--- src/rtl/mem_port_arbiter.sv ---
// -----------------------------------------------------------------------------
// mem_port_arbiter
//
// Shares one memory port between instruction fetch (IF) and load/store (LS).
// One transaction is outstanding at a time: a request is accepted in IDLE,
// its fields are registered and presented downstream in REQ until the memory
// accepts them, and the response is awaited in WAIT. The response is returned
// to the owner as a one-cycle pulse in the cycle the FSM is back in IDLE.
//
// Build option:
//   ARB_RR_EN  defined   -> round-robin between IF and LS on contention
//              undefined -> fixed priority, LS wins on contention
//
// Ports:
//   clk, rst                 clock, asynchronous active-high reset
//   if_req_*                 fetch request (valid/addr) and ready
//   if_resp_valid/inst       fetched instruction, one-cycle pulse
//   ls_req_*                 load/store request (valid/wen/addr/wdata/wmask)
//   ls_req_ready             load/store request accepted
//   ls_resp_valid/rdata      load data or store completion, one-cycle pulse
//   flush                    pipeline redirect, kills IF traffic only
//   mem_req_*                registered downstream request
//   mem_resp_valid/rdata     downstream response
//   busy                     a transaction is in progress
// -----------------------------------------------------------------------------
module mem_port_arbiter #(
    parameter int unsigned ADDR_W = 64,
    parameter int unsigned DATA_W = 64
) (
    input  logic                  clk,
    input  logic                  rst,

    input  logic                  if_req_valid,
    input  logic [ADDR_W-1:0]     if_req_addr,
    output logic                  if_req_ready,
    output logic                  if_resp_valid,
    output logic [31:0]           if_resp_inst,

    input  logic                  ls_req_valid,
    input  logic                  ls_req_wen,
    input  logic [ADDR_W-1:0]     ls_req_addr,
    input  logic [DATA_W-1:0]     ls_req_wdata,
    input  logic [DATA_W/8-1:0]   ls_req_wmask,
    output logic                  ls_req_ready,
    output logic                  ls_resp_valid,
    output logic [DATA_W-1:0]     ls_resp_rdata,

    input  logic                  flush,

    output logic                  mem_req_valid,
    input  logic                  mem_req_ready,
    output logic                  mem_req_wen,
    output logic [ADDR_W-1:0]     mem_req_addr,
    output logic [DATA_W-1:0]     mem_req_wdata,
    output logic [DATA_W/8-1:0]   mem_req_wmask,
    input  logic                  mem_resp_valid,
    input  logic [DATA_W-1:0]     mem_resp_rdata,

    output logic                  busy
);

    localparam int unsigned MASK_W = DATA_W / 8;

    typedef enum logic [1:0] {
        S_IDLE,
        S_REQ,
        S_WAIT
    } state_t;

    typedef enum logic {
        OWN_IF,
        OWN_LS
    } owner_t;

    state_t              state_q,         state_d;
    owner_t              owner_q,         owner_d;
    logic                drop_q,          drop_d;
    logic                sel_hi_q,        sel_hi_d;
    logic                req_wen_q,       req_wen_d;
    logic [ADDR_W-1:0]   req_addr_q,      req_addr_d;
    logic [DATA_W-1:0]   req_wdata_q,     req_wdata_d;
    logic [MASK_W-1:0]   req_wmask_q,     req_wmask_d;
    logic                if_resp_valid_q, if_resp_valid_d;
    logic [31:0]         if_resp_inst_q,  if_resp_inst_d;
    logic                ls_resp_valid_q, ls_resp_valid_d;
    logic [DATA_W-1:0]   ls_resp_rdata_q, ls_resp_rdata_d;

    logic                idle;
    logic                if_cand;
    logic                ls_pri;
    logic                grant_if;
    logic                grant_ls;

`ifdef ARB_RR_EN
    owner_t              last_owner_q,    last_owner_d;
`endif

    // -------------------------------------------------------------------------
    // Grant logic (combinational from state, valids and flush)
    // -------------------------------------------------------------------------
    // Readies are also masked while reset is asserted so that every output
    // reads 0 during reset, not only after the next edge.
    assign idle    = (state_q == S_IDLE) && !rst;
    // A fetch presented together with a flush is for a dead path: it neither
    // gets accepted nor competes with LS.
    assign if_cand = if_req_valid && !flush;

`ifdef ARB_RR_EN
    assign ls_pri  = (last_owner_q == OWN_IF);
`else
    assign ls_pri  = 1'b1;
`endif

    assign grant_ls = idle && ls_req_valid && (!if_cand || ls_pri);
    assign grant_if = idle && if_cand && !grant_ls;

    assign if_req_ready = grant_if;
    assign ls_req_ready = grant_ls;

    // -------------------------------------------------------------------------
    // Next-state logic
    // -------------------------------------------------------------------------
    always_comb begin
        state_d         = state_q;
        owner_d         = owner_q;
        drop_d          = drop_q;
        sel_hi_d        = sel_hi_q;
        req_wen_d       = req_wen_q;
        req_addr_d      = req_addr_q;
        req_wdata_d     = req_wdata_q;
        req_wmask_d     = req_wmask_q;
        if_resp_valid_d = 1'b0;
        if_resp_inst_d  = if_resp_inst_q;
        ls_resp_valid_d = 1'b0;
        ls_resp_rdata_d = ls_resp_rdata_q;
`ifdef ARB_RR_EN
        last_owner_d    = last_owner_q;
`endif

        unique case (state_q)
            S_IDLE: begin
                drop_d = 1'b0;
                if (grant_ls) begin
                    state_d     = S_REQ;
                    owner_d     = OWN_LS;
                    req_wen_d   = ls_req_wen;
                    req_addr_d  = ls_req_addr;
                    req_wdata_d = ls_req_wdata;
                    req_wmask_d = ls_req_wmask;
`ifdef ARB_RR_EN
                    last_owner_d = OWN_LS;
`endif
                end else if (grant_if) begin
                    state_d     = S_REQ;
                    owner_d     = OWN_IF;
                    sel_hi_d    = if_req_addr[2];
                    req_wen_d   = 1'b0;
                    req_addr_d  = {if_req_addr[ADDR_W-1:3], 3'b000};
                    req_wdata_d = '0;
                    req_wmask_d = '0;
`ifdef ARB_RR_EN
                    last_owner_d = OWN_IF;
`endif
                end
            end

            S_REQ: begin
                if (flush && owner_q == OWN_IF) begin
                    drop_d = 1'b1;
                end
                if (mem_req_ready) begin
                    state_d = S_WAIT;
                end
            end

            S_WAIT: begin
                if (flush && owner_q == OWN_IF) begin
                    drop_d = 1'b1;
                end
                if (mem_resp_valid) begin
                    state_d = S_IDLE;
                    drop_d  = 1'b0;
                    if (owner_q == OWN_LS) begin
                        ls_resp_valid_d = 1'b1;
                        ls_resp_rdata_d = req_wen_q ? '0 : mem_resp_rdata;
                    end else if (!(drop_q || flush)) begin
                        // A flush arriving together with the response still
                        // kills it; the held instruction is left untouched.
                        if_resp_valid_d = 1'b1;
                        if_resp_inst_d  = sel_hi_q ? mem_resp_rdata[63:32]
                                                   : mem_resp_rdata[31:0];
                    end
                end
            end

            default: begin
                state_d = S_IDLE;
            end
        endcase
    end

    // -------------------------------------------------------------------------
    // State registers
    // -------------------------------------------------------------------------
    always_ff @(posedge clk or posedge rst) begin
        if (rst) begin
            state_q         <= S_IDLE;
            owner_q         <= OWN_IF;
            drop_q          <= 1'b0;
            sel_hi_q        <= 1'b0;
            req_wen_q       <= 1'b0;
            req_addr_q      <= '0;
            req_wdata_q     <= '0;
            req_wmask_q     <= '0;
            if_resp_valid_q <= 1'b0;
            if_resp_inst_q  <= '0;
            ls_resp_valid_q <= 1'b0;
            ls_resp_rdata_q <= '0;
        end else begin
            state_q         <= state_d;
            owner_q         <= owner_d;
            drop_q          <= drop_d;
            sel_hi_q        <= sel_hi_d;
            req_wen_q       <= req_wen_d;
            req_addr_q      <= req_addr_d;
            req_wdata_q     <= req_wdata_d;
            req_wmask_q     <= req_wmask_d;
            if_resp_valid_q <= if_resp_valid_d;
            if_resp_inst_q  <= if_resp_inst_d;
            ls_resp_valid_q <= ls_resp_valid_d;
            ls_resp_rdata_q <= ls_resp_rdata_d;
        end
    end

`ifdef ARB_RR_EN
    always_ff @(posedge clk or posedge rst) begin
        if (rst) begin
            last_owner_q <= OWN_IF;
        end else begin
            last_owner_q <= last_owner_d;
        end
    end
`endif

    // -------------------------------------------------------------------------
    // Outputs
    // -------------------------------------------------------------------------
    assign mem_req_valid = (state_q == S_REQ);
    assign mem_req_wen   = req_wen_q;
    assign mem_req_addr  = req_addr_q;
    assign mem_req_wdata = req_wdata_q;
    assign mem_req_wmask = req_wmask_q;

    assign if_resp_valid = if_resp_valid_q;
    assign if_resp_inst  = if_resp_inst_q;
    assign ls_resp_valid = ls_resp_valid_q;
    assign ls_resp_rdata = ls_resp_rdata_q;

    assign busy = (state_q != S_IDLE);

endmodule

--- config.mk ---
export PLATFORM = sky130hd
export DESIGN_NAME = mem_port_arbiter
export DESIGN_NICKNAME = d
export VERILOG_FILES = /design/src/rtl/mem_port_arbiter.sv
export SDC_FILE = /design/constraint.sdc
export NUM_CORES = 1
export LEC_CHECK = 0
export BUFFER_PORTS_ARGS = -buffer_cell sky130_fd_sc_hd__buf_4
export CAP_MARGIN = 20
export CORE_AREA = 2 2 201 203
export DETAILED_ROUTE_END_ITERATION = 10
export DIE_AREA = 0 0 203 205
export MAX_ROUTING_LAYER = met4
export PLACE_DENSITY_LB_ADDON = 0.08
export SLEW_MARGIN = 25
export SYNTH_ARGS = -nofsm -noshare
export SYNTH_HDL_FRONTEND = slang
export SYNTH_SLANG_ARGS = --single-unit
--- constraint.sdc ---
create_clock -name clk -period 16.7 [get_ports clk]
set_input_delay 5.01 -clock clk [delete_from_list [all_inputs] [get_ports clk]]
set_output_delay 5.01 -clock clk [all_outputs]
set_load 0.01 [all_outputs]
======== After elaboration in Yosys (flattened, before gate mapping) ========
Cells that the tools add are included.
word-level totals
  register bits ........................... 240
  input port bits ......................... 272
cells by class
  equal/unequal tests ..................... 5
  multiplexer cells ....................... 26
  bitwise gates (word level) .............. 3
  reductions and logical operators ........ 19
operators by type and width
  operator                                               count
  two-way mux 64 bit                                     5
  two-way mux 32 bit                                     1
  two-way mux 8 bit                                      2
  two-way mux 1 bit                                      12
  AND reduction 3 bit                                    3
  two-way mux 2 bit                                      4
  logical AND 1 bit                                      6
  case mux 2 bit (3 select lines)                        1
  AND reduction 4 bit                                    1
  nonzero test 2 bit                                     2
  zero test 1 bit                                        3
  inequality test 3 bit, second input constant           1
  NOT 1 bit                                              3
  case mux 1 bit (3 select lines)                        1
  nonzero test 3 bit                                     1
  equality test 2 x 1 -> 1 bit, second input constant    1
  equality test 2 bit, second input constant             1
  zero test 2 bit                                        1
  inequality test 2 x 1 -> 1 bit, second input constant  1
  inequality test 2 bit, second input constant           1
  AND reduction 2 bit                                    1
  logical OR 1 bit                                       1

======== Depth between registers and ports, before layout ========
Gate-level depths: netlist (run 1).
  depth after elaboration ................. 8
  depth in mapped cells ................... 9
  depth with buffers taken out ............ 6

======== Worst setup path before layout (run 1) ========
Ideal clock, no wire load.
  path kind ............................... in2out
  from .................................... input port rst
  to ...................................... output port ls_req_ready
  arrival time ............................ 5.719 ns
  slack ................................... 5.971 ns
  stages on the path ...................... 5
  cell sequence ........................... nor2b_4 -> and2_1 -> buf_2 -> buf_6 -> buf_2
on the way
  word-level cells in the longest chain between the ends .. 3
RTL lines
  item                       line  text
  start, declared            31    input logic rst,
  zero test 1 bit (no line)  -
  logical AND 1 bit          103   assign idle = (state_q == S_IDLE) && !rst;
  logical AND 1 bit          114   assign grant_ls = idle && ls_req_valid && (!if_cand || ls_pri);
  end, declared              44    output logic ls_req_ready,
No other way between the ends.

======== Final worst setup path (run 1) ========
Ends and elaborated chain as after synthesis.

==> impl_metrics.ini, run 1 <==
[finish]
multi_input_area_sq_mm = 0.00361
regArea_sq_mm = 0.00601
syn2layout_area_growth_pct = 51.4
final_nets = 1648
n_fill_cell = 3975
final_cell_area_sq_mm = 0.0151
drive_gt1_frac = 0.409

[synth]
synth-edff-count = 0
synth_common_cells = dfrtp_1, nand2_1, o21ai_0, mux2i_1, a22o_1
yosysMostFrequentCell = dfrtp_1
ys_seq_elements = 240
synth_cells = 889
synth_warnings = 0
ys_seq_area_frac = 0.601
ys.flop_type = dfrtp_1
syn_nets = 1166
synth_largest_area_cell = dfrtp_1
synth_area_leaders = dfrtp_1, mux2i_1, a22o_1
synth_top_area_share = 0.601
synthesis.area_sq_mm = 0.00999
synth_cell_type_count = 29
async_flop_share = 1.00
postSynthAreaPerCell_sq_um = 11.2

[min_path]
min-delay-path-class = register to register
hold_end = ls_resp_rdata[45]
hold_path.startpoint = ls_resp_rdata[45]
holdPathStages = 2

[cts]
cts.sinks = 240
root_buffer = clkbuf_16
cts_tree = done
clk_latency_ns = 0.56
cts_resized = 0
htreeDepth = 1
clk_pin_slew_ns = 0.06
ctsHoldBuffers = 0
clock_path_buffers = 3
cts_buffers = 29
cts_setup_buffers = 0

[grt]
grtUsageTotal = 0.175
grt_pass1_vias = 8588
grt_max_degree = 128
gr-total-overflow = 0
antenna_found_initial = 2
grt_pass1_wl_um = 53700

[routing]
wl_met1_um = 15000
drc = 0
first_pass_iters = 4
vias = 8351
drt_iter0_drc = 321
ant_nets = 0
wl_per_cell_um = 19.1
wl_met2_um = 17800
top_layer_used = met4
finalWirelength_um = 36700
route.met3.wl_um = 3310
via_per_inst = 4.36

[sta]
period_minus_slack_ns = 11.30
tightest_slew_ns = 0.853
slew_viol_final = 0
finalHoldViolations = 0
finalCritPeriodShare = 0.677
clock_skew_ns = 0.0210
fmax_mhz = 88.5
setup_violations = 0
fin_setup_tns_ns = 0
rsz0062_at_grt = false
relSlewSlack = 0.431
holdWs_ns = 0.478

[die]
die_w_um = 203
rows = 73
die_y_um = 205
die_area_sq_mm = 0.0416
io_pins = 511
core_sq_mm = 0.0394
initial_core_util = 0.254

[setup_path]
worstPathMaxFanout = 58
rr_endpoint = mem_req_addr[48]
end_kind = output port
r2r_start = state_q[0]
critPathLaunchType = input pin
critical_path_class = input pin to output port
required_ns = 11.69
cp.arrival_ns = 6.29
reg2regPathDepth = 7
reg2reg_slack_ns = 13.54

[power]
pwr-share-seq = 0.365
swShare = 0.353
clock_power_share = 0.217
leakage_nw = 7.62
power_density_mw_per_mm2 = 182
p_sw_mw = 0.971
ir_worst_vdd_uv = 90.1
p_comb_frac = 0.418
p_int_mw = 1.78

[flow_run]
cap_violations = 0

[placed_design]
gp_congestion = 0.781
io_buffers = 508
dpl-instance-area_sq_mm = 0.0142
hpwl_um = 26400

[outcome]
status = complete, no violations
[sequential cells by signal (all words and copies together) (netlist names), 2 cells and up]
name / cells
state_q: 2
mem_req_wmask: 8
ls_resp_rdata: 64
mem_req_wdata: 64
if_resp_inst: 32
mem_req_addr: 64
[final cells by class]
type / count / area share
sequential: 240 / 0.397
timing repair buffer: 520 / 0.260
multi-input combinational: 573 / 0.239
clock buffer: 46 / 0.0568
tap: 525 / 0.0434
inverter: 7 / 0.00223
clock inverter: 4 / 0.00157
antenna: 2 / 0.000331
[placed cells by master (no fill, tap or decap)]
| cell | count |
|---|---|
| o31a_1 | 1 |
| o21ai_4 | 1 |
| and2_4 | 1 |
| nand3_2 | 1 |
| inv_1 | 6 |
| o21ai_0 | 117 |
| inv_8 | 1 |
| o21ai_1 | 40 |
| clkbuf_1 | 10 |
| buf_4 | 517 |
| nand2_1 | 159 |
| clkinv_2 | 3 |
| nor2b_1 | 3 |
| clkbuf_8 | 7 |
| nand3_4 | 1 |
| nor2b_4 | 1 |
| inv_6 | 1 |
| ha_1 | 5 |
| dfrtp_1 | 239 |
| a221oi_1 | 1 |
| diode_2 | 2 |
| mux2_2 | 2 |
| a22o_1 | 76 |
| o22a_1 | 1 |
| dfrtp_2 | 1 |
| nand2b_1 | 64 |
| buf_6 | 2 |
| a21o_1 | 1 |
| buf_16 | 1 |
| mux2i_1 | 93 |
| nor2_1 | 2 |
| nor3b_1 | 1 |
| nor3_1 | 1 |
| clkbuf_16 | 29 |
| a2bb2oi_1 | 1 |
[metrics by stage]
stage | util | total power [mW] | setup slack, ns | instances
after detailed placement | 0.361 | 2.18 | 5.38 | 1864
after global routing | 0.384 | 2.94 | 5.33 | 1917
after global placement | 0.361 | 2.18 | 5.39 | 1864
after CTS | 0.383 | 2.80 | 5.37 | 1914
after floorplan | - | 1.53 | 5.10 | 889
final | 0.384 | 2.75 | 5.40 | 1917
[power by group through the flow]
stage                     clock [mW]  sequential (mW)  combinational [mW]
after floorplan                    0             1.12               0.416
after CTS                      0.620             1.00                1.18
after global routing           0.644             1.04                1.26
after global placement             0             1.00                1.17
after detailed placement           0             1.01                1.18
final                          0.595             1.00                1.15
[critical path: stages]
cell	delay (ns)
buf_4	0.15
nor2b_4	0.15
and2_4	0.69
buf_4	0.25
[logic make-up (layout without fill, tap and decap cells)]
logic type,Yosys count,after routing,share of synthesized area
buffers and inverters,76,577,0.0402
AO/OA/AOI/OAI,239,239,0.150
adder cells (fa/ha/maj),5,5,0.00626
flip-flops,240,240,0.601
other,0,2,0
multiplexers,95,95,0.0954
AND/OR/NAND/NOR,234,234,0.107
[metal layers]
layer / track usage / up-vias
met5: - / -
met4: 0.0396 / 0
met3: 0.0557 / 41
met2: 0.285 / 312
met1: 0.211 / 3970
li1: - / 4028
[worst max path at each step]
stage                     startpoint      endpoint  slack [ns]  cells after the start
after floorplan                  rst        drop_q        5.10                      1
after global placement           rst  ls_req_ready        5.39                      4
after detailed placement         rst  ls_req_ready        5.38                      4
after CTS                        rst  ls_req_ready        5.37                      4
after global routing             rst  ls_req_ready        5.33                      4
final                            rst  ls_req_ready        5.40                      4
Power figures use the tool's default switching activity.
==> inputs of run 2 (changes only) <==
--- a/config.mk
+++ b/config.mk
@@ -5,11 +5,12 @@
 export SDC_FILE = /design/constraint.sdc
 export NUM_CORES = 1
 export LEC_CHECK = 0
+export ABC_AREA = 1
 export BUFFER_PORTS_ARGS = -buffer_cell sky130_fd_sc_hd__buf_4
 export CAP_MARGIN = 20
-export CORE_AREA = 2 2 201 203
+export CORE_AREA = 2 2 199 201
 export DETAILED_ROUTE_END_ITERATION = 10
-export DIE_AREA = 0 0 203 205
+export DIE_AREA = 0 0 201 203
 export MAX_ROUTING_LAYER = met4
 export PLACE_DENSITY_LB_ADDON = 0.08
 export SLEW_MARGIN = 25
==> constraint.sdc (replaced) <==
create_clock -name clk -period 11 [get_ports clk]
set_input_delay 3.3 -clock clk [delete_from_list [all_inputs] [get_ports clk]]
set_output_delay 3.3 -clock clk [all_outputs]
set_load 0.01 [all_outputs]
==> impl_metrics.ini, run 2 <==
[routing]
via_per_inst = 4.38
finalWirelength_um = 39200
drt_iter0_drc = 400
wl_per_cell_um = 17.8
ant_nets = 0
vias = 9631
drc = 0
first_pass_iters = 5

[synth]
synth_xor_area_frac = 0
synth_warnings = 0
synth-simple-area-share = 0.224
synthesis.area_sq_mm = 0.0104
synth_common_cells = nand2_1, dfrtp_1, o21ai_0, inv_1, nand3_1
muxShareOfSynthArea = 0.0309
ys_seq_area_frac = 0.580
syn_nets = 1466
ys_seq_elements = 240
synth_top_area_share = 0.580
synth-compound-area-share = 0.0938
ys.flop_type = dfrtp_1
synth-edff-count = 0
synth_cell_type_count = 18
yosysMostFrequentCell = nand2_1
synth_area_leaders = dfrtp_1, nand2_1, o21ai_0
synth_largest_area_cell = dfrtp_1
async_flop_share = 1.00
postSynthAreaPerCell_sq_um = 8.71
synth_cells = 1189
synth_top_family_by_area = simple AND/OR/NAND/NOR gates
yosys.area_share.adder = 0.00604

[grt]
antenna_found_initial = 2
grt_pass1_wl_um = 59200
grt_max_degree = 166
grtUsageTotal = 0.192
gr-total-overflow = 0
grt_pass1_vias = 9898

[min_path]
min-delay-path-class = register to register
hold_end = mem_req_wdata[35]
holdPathStages = 2
hold_path.startpoint = mem_req_wdata[35]

[placed_design]
dpl.cell_count = 2147
gp_congestion = 0.823
hpwl_um = 27100
io_buffers = 508

[sta]
finalHoldViolations = 0
setup_violations = 0
relSlewSlack = 0.443
slew_viol_final = 0
period_minus_slack_ns = 8.31
holdWs_ns = 0.468
finalCritPeriodShare = 0.756
tightest_slew_ns = 0.836
fmax_mhz = 120
rsz0062_at_grt = false
clock_skew_ns = 0.0172

[finish]
most-common-layout-cells = nand2_1, buf_4, dfrtp_1
multi_input_area_sq_mm = 0.00370
drive_gt1_frac = 0.343
fin_util = 0.405
syn2layout_area_growth_pct = 50.4
final_cells = 2201
n_fill_cell = 4018
regArea_sq_mm = 0.00601
final_nets = 1939

[setup_path]
critical_path_class = input pin to output port
r2r_start = state_q[0]
cp.arrival_ns = 5.01
end_kind = output port
reg2regPathDepth = 8
worstPathMaxFanout = 77
critPathLaunchType = input pin
required_ns = 7.70
rr_endpoint = mem_req_addr[6]
reg2reg_slack_ns = 8.24

[cts]
clk_pin_slew_ns = 0.05
ctsHoldBuffers = 0
cts.sinks = 240
root_buffer = clkbuf_16
cts_setup_buffers = 0
cts_buffers = 30
clock_path_buffers = 3
cts_resized = 0
cts_tree = done
clk_latency_ns = 0.56
htreeDepth = 1

[flow_run]
cap_violations = 0

[die]
core_sq_mm = 0.0385
die_area_sq_mm = 0.0408
rows = 72
initial_core_util = 0.269
die_w_um = 201
io_pins = 511
die_y_um = 203

[power]
p_total_mw = 4.16
ir_worst_vdd_uv = 118
leakage_nw = 8.69
power_density_mw_per_mm2 = 267

[outcome]
status = complete, no violations
-- run 2: cell count changes after synthesis, sizes merged, moves of 4 or more --
cell and delta:
inv +69, buf +13, nand2b -64, mux2i -61, o211ai +61, nand2 +360, o21ai -57, nor2b -4
nand3 +67, a22o -76
-- run 2: metal layers --
| layer | vias to the layer above | part of all wire | GRT usage |
|---|---|---|---|
| met2 | 349 | 0.49 | 0.321 |
| met4 | 0 | 0.017 | 0.0503 |
| li1 | 4737 | - | - |
| met5 | - | 0 | - |
| met1 | 4505 | 0.41 | 0.230 |
| met3 | 40 | 0.076 | 0.0535 |
-- run 2: how the worst max path moves through the flow --
stage,from,to,cells past startpoint
after floorplan,rst,ls_req_ready,4
after global placement,rst,ls_req_ready,6
after detailed placement,rst,ls_req_ready,6
after CTS,rst,ls_req_ready,6
after global routing,rst,ls_req_ready,6
final,rst,ls_req_ready,6
-- run 2: through the flow --
stage	area (sq um)	setup slack [ns]	TNS [ns]
after floorplan	10400	-0.0192	-0.0192
after global placement	14600	2.66	0
after detailed placement	14600	2.67	0
after CTS	15500	2.67	0
after global routing	15600	2.49	0
final	15600	2.69	0
-- run 2: kinds of logic after synthesis --
group / after synthesis
fa+ha+maj: 5
mux: 32
compound gates: 163
simple gates: 593
buf+inv: 156
flops: 240
-- run 2: power breakdown --
group          internal, mW  switching, mW
Sequential             1.27          0.215
Combinational         0.763          0.935
Clock                 0.597          0.383
-- run 2: worst max-delay path, stage by stage --
cell and delay [ns]:
buf_4 0.12, clkinvlp_4 0.10, nand3_4 0.40, inv_2 0.13
buf_4 0.64, buf_4 0.25
-- run 2: cell type report --
| class | count | area share |
|---|---|---|
| antenna | 2 | 0.000321 |
| clock buffer | 45 | 0.0570 |
| clock inverter | 6 | 0.00538 |
| inverter | 76 | 0.0187 |
| multi-input combinational | 793 | 0.237 |
| sequential | 240 | 0.386 |
| tap | 518 | 0.0416 |
| timing repair buffer | 521 | 0.254 |
